[src/rtl/load_use_stall_pipe.sv]
// rtl/load_use_stall_pipe.sv - applies load-use stall and branch flush to PC, IF/ID and ID/EX control
// HOLD marks the cycle after an injected bubble, so one load never stalls twice.
module load_use_stall_pipe #(
    parameter int INST_W   = 16,
    parameter int PC_W     = 16,
    parameter int CTRL_W   = 8,
    parameter int CNT_W    = 16,
    parameter logic [PC_W-1:0] RESET_PC = '0
) (
    input  logic              clk,
    input  logic              rst_n,
    input  logic              stall_signal,
    input  logic              flush,
    input  logic [PC_W-1:0]   pc_next,
    input  logic [INST_W-1:0] inst_if,
    input  logic [CTRL_W-1:0] ctrl_id,
    output logic [PC_W-1:0]   pc,
    output logic [INST_W-1:0] ifid_inst,
    output logic [PC_W-1:0]   ifid_pc,
    output logic              ifid_valid,
    output logic [CTRL_W-1:0] idex_ctrl,
    output logic              bubble,
    output logic [CNT_W-1:0]  stall_count
);

    typedef enum logic {
        RUN  = 1'b0,
        HOLD = 1'b1
    } state_t;

    state_t             state_q, state_d;
    logic [PC_W-1:0]    pc_q, pc_d;
    logic [INST_W-1:0]  ifid_inst_q, ifid_inst_d;
    logic [PC_W-1:0]    ifid_pc_q, ifid_pc_d;
    logic               ifid_valid_q, ifid_valid_d;
    logic [CNT_W-1:0]   stall_count_q, stall_count_d;
    logic               stall_eff;

    // A stall behind an empty IF/ID or right after a bubble would only waste a cycle.
    assign stall_eff = stall_signal & ifid_valid_q & (state_q == RUN) & ~flush;
    assign bubble    = stall_eff | flush;
    assign idex_ctrl = (bubble || !ifid_valid_q) ? '0 : ctrl_id;

    always_comb begin
        state_d       = RUN;
        pc_d          = pc_next;
        ifid_inst_d   = inst_if;
        ifid_pc_d     = pc_q;
        ifid_valid_d  = 1'b1;
        stall_count_d = stall_count_q;
        if (flush) begin
            ifid_inst_d  = '0;
            ifid_pc_d    = '0;
            ifid_valid_d = 1'b0;
        end else if (stall_eff) begin
            state_d      = HOLD;
            pc_d         = pc_q;
            ifid_inst_d  = ifid_inst_q;
            ifid_pc_d    = ifid_pc_q;
            ifid_valid_d = ifid_valid_q;
            if (!(&stall_count_q)) begin
                stall_count_d = stall_count_q + 1'b1;
            end
        end
    end

    always_ff @(posedge clk or negedge rst_n) begin
        if (!rst_n) begin
            state_q       <= RUN;
            pc_q          <= RESET_PC;
            ifid_inst_q   <= '0;
            ifid_pc_q     <= '0;
            ifid_valid_q  <= 1'b0;
            stall_count_q <= '0;
        end else begin
            state_q       <= state_d;
            pc_q          <= pc_d;
            ifid_inst_q   <= ifid_inst_d;
            ifid_pc_q     <= ifid_pc_d;
            ifid_valid_q  <= ifid_valid_d;
            stall_count_q <= stall_count_d;
        end
    end

    assign pc          = pc_q;
    assign ifid_inst   = ifid_inst_q;
    assign ifid_pc     = ifid_pc_q;
    assign ifid_valid  = ifid_valid_q;
    assign stall_count = stall_count_q;

endmodule
[config.mk]
export PLATFORM = sky130hd
export DESIGN_NAME = load_use_stall_pipe
export DESIGN_NICKNAME = d
export VERILOG_FILES = /design/src/rtl/load_use_stall_pipe.sv
export SDC_FILE = /design/constraint.sdc
export NUM_CORES = 1
export LEC_CHECK = 0
export ABC_AREA = 1
export CORE_ASPECT_RATIO = 0.8
export CORE_UTILIZATION = 48
export CTS_BUF_LIST = sky130_fd_sc_hd__clkbuf_2 sky130_fd_sc_hd__clkbuf_4 sky130_fd_sc_hd__clkbuf_8
export DETAILED_ROUTE_END_ITERATION = 7
export GPL_ROUTABILITY_DRIVEN = 0
export PLACE_DENSITY = 0.88
export SKIP_LAST_GASP = 1
export SLEW_MARGIN = 25
export SYNTH_ARGS = -nofsm -noshare
export SYNTH_HDL_FRONTEND = slang
export SYNTH_SLANG_ARGS = --single-unit
export TNS_END_PERCENT = 10
[constraint.sdc]
create_clock -name clk -period 2.2 [get_ports clk]
set_input_delay 0.44 -clock clk [delete_from_list [all_inputs] [get_ports clk]]
set_output_delay 0.44 -clock clk [all_outputs]
set_load 0.02 [all_outputs]
==> metrics <==
status finished with violations; failing checks setup timing; Synth Flop Type dfrtp_1; critical path's top delay family buffers and inverters; area delta synth->final 51.1%; TritonRoute pass-1 iters 4; endpoint class of the critical path output port; MaxCap Viol Count 0; core area 5910 µm²; die area 6440 µm²; Least-Margin Pin Slew 0.656 ns; CTS H-tree depth 3; Final setup viols 2; CTS hold repair buffers 0; Hold WS 0.136 ns; total CTS buffers 9; crit path cell chain clkdlybuf4s50_1, inv_1, nand2_2, nand3_2, nor2_1, clkdlybuf4s50_1; Crit path arrival time 1.99 ns; Die X 89.5 µm; Iter 0 DRT Violations 152; CTS Buffer Depth 2; first-pass GRT wire length 12,500 µm; Placement Rows 25; clock slew at reported path FFs 0.07 ns; final slew viol count 0; Distinct cells, synth 19; Final Hold Viols 0; synthesized flop and latch total 66; min cycle time layout 2.43 ns; ANT cells 0; DPL Wire Length 5510 µm; count of input and output buffers 117; WP data required 1.76 ns; synth warn 0; post-route clock skew 0.00713 ns; CTS tree done; fillers 428; Tcrit/Tclk final 1.10; Syn Nets 400; GRT Util Overall 0.257; Post-Syn Area 2940 µm²; Vias 2,775; post-cts sizing count 7; Post-synth EDFFs 0; LEAKAGE 2.13 nW; clock latency on the worst-skew pair 0.33 ns; CP startpoint kind primary input; die height 72.0 µm; fmax 412 MHz; grt ovf 0; Place WS -0.333 ns; I/O pins 118; postcts setup bufs 0; Slowest cell on crit path clkdlybuf4s50_1; final worst setup slack -0.228 ns; TritonCTS Sinks 66; DR WL/cell 13.3 µm; P per Cell Area 710 nW/µm²; crit path max fanout 8; RSZ-0062 raised after global routing yes; initial antenna violation count 0; cell chosen for the clock root clkbuf_8; # DRC 0; class of the most critical setup path primary input to output port; WP buf/inv 3; Mapped Cells 355; Worst path max stage delay 0.61 ns; register area share after synthesis 0.562; final WL 7560 µm; Max VDD drop 0.000540 V; Layout Nets 526; Avg Inst Size Synth 8.27 µm²; ratio of cells with drive above 1 in the final layout 0.0761; CP most frequent cell clkdlybuf4s50_1; Hold Crit Class primary input to async pin; Initial Util 0.497; final antenna-violating net count 0; vias in the first global route 2,637; vias per cell 4.89; fraction of registers with async set/reset 1.00; worst relative slew slack 0.562; largest net degree at the start of global routing 40
## cells by family (layout without fill, tap and decap cells)
kind of cell,count (synthesis),in the layout,share of synthesized area
AND/OR/NAND/NOR,188,188,0.264
flip-flops,66,66,0.562
buffers and inverters,54,185,0.0780
XOR/XNOR,7,7,0.0209
AO/OA/AOI/OAI,39,39,0.0703
adder cells (fa/ha/maj),1,1,0.00426
## worst paths after layout
path,start,slack [ns],end,depth (start not counted)
worst max-delay path,flush,-0.23,idex_ctrl[1],6
worst min-delay path,rst_n,0.14,stall_count[3],1
worst max register to register,stall_count[0],0.57,stall_count[12],6
worst min register to register,ifid_inst[4],0.48,ifid_inst[4],2
max in group asynchronous,rst_n,1.44,ifid_pc[0],2
min in group clk,ifid_inst[4],0.48,ifid_inst[4],2
## cell usage in the layout (no fill, tap or decap)
| master | count |
|---|---|
| inv_6 | 1 |
| dlygate4sd2_1 | 6 |
| clkbuf_8 | 11 |
| buf_2 | 1 |
| nand2_2 | 2 |
| bufinv_16 | 1 |
| dfrtp_1 | 66 |
| clkinvlp_4 | 3 |
| ha_1 | 1 |
| nand4_1 | 6 |
| o21ai_2 | 3 |
| clkdlybuf4s50_1 | 109 |
| inv_1 | 41 |
| nor2_1 | 27 |
| buf_4 | 10 |
| dlymetal6s2s_1 | 1 |
| xnor2_1 | 7 |
| nor3_4 | 1 |
| nand3_2 | 1 |
| buf_12 | 1 |
| nor2_2 | 2 |
| o21ai_0 | 34 |
| o21ai_1 | 2 |
| nand2_1 | 124 |
| nand3_1 | 25 |
## state kept, by name, indices dropped and copies added, names as in the netlist
name / count
stall_count: 16
pc: 16
ifid_valid: 1
ifid_inst: 16
state_q: 1
ifid_pc: 16
## layout make-up
type / instances / area (µm²) / share of cell area
Clock buffer: 11 / 151 / 0.0341
Clock inverter: 5 / 61.3 / 0.0138
Inverter: 41 / 154 / 0.0347
Multi-Input combinational cell: 235 / 1060 / 0.239
Sequential cell: 66 / 1650 / 0.372
Tap cell: 81 / 101 / 0.0228
Timing Repair Buffer: 128 / 1260 / 0.283
## stage by stage
stage / utilization / TNS (ns) / power (mW) / cell area (µm²) / std cells
after floorplan: - / 0 / 1.73 / 2940 / 355
after global placement: 0.714 / -2.39 / 2.10 / 4220 / 551
after detailed placement: 0.714 / -2.75 / 2.13 / 4220 / 551
after CTS: 0.750 / -0.671 / 3.18 / 4430 / 567
after global routing: 0.750 / -0.723 / 3.30 / 4440 / 567
final: 0.750 / -0.454 / 3.15 / 4440 / 567
## worst register-to-register path, cell delays in order, from the launching register on
cell and delay, ns:
dfrtp_1 0.46, ha_1 0.25, nand3_1 0.16, nor2_2 0.18, nand3_1 0.15, o21ai_0 0.23, nand2_1 0.08
## metal layers
layer | GRT usage | part of all wire
met2 | 0.403 | 0.47
met5 | 0 | 0
met1 | 0.325 | 0.43
met4 | 0.0811 | 0.016
met3 | 0.110 | 0.088
## cell usage after synthesis (3+ instances only)
cell type	count	area share
buf_2	6	0.010
clkbuf_1	3	0.0038
dfrtp_1	66	0.56
inv_1	41	0.052
nand2_1	124	0.16
nand3_1	26	0.044
nand4_1	6	0.013
nor2_1	27	0.035
o21ai_0	34	0.058
o21ai_2	3	0.0089
xnor2_1	7	0.021
## where the power goes
part	switching (mW)	internal [mW]
registers	0.102	1.32
logic	0.352	0.333
clock network	0.459	0.589
Note: power is estimated with default switching activity, not from simulation.
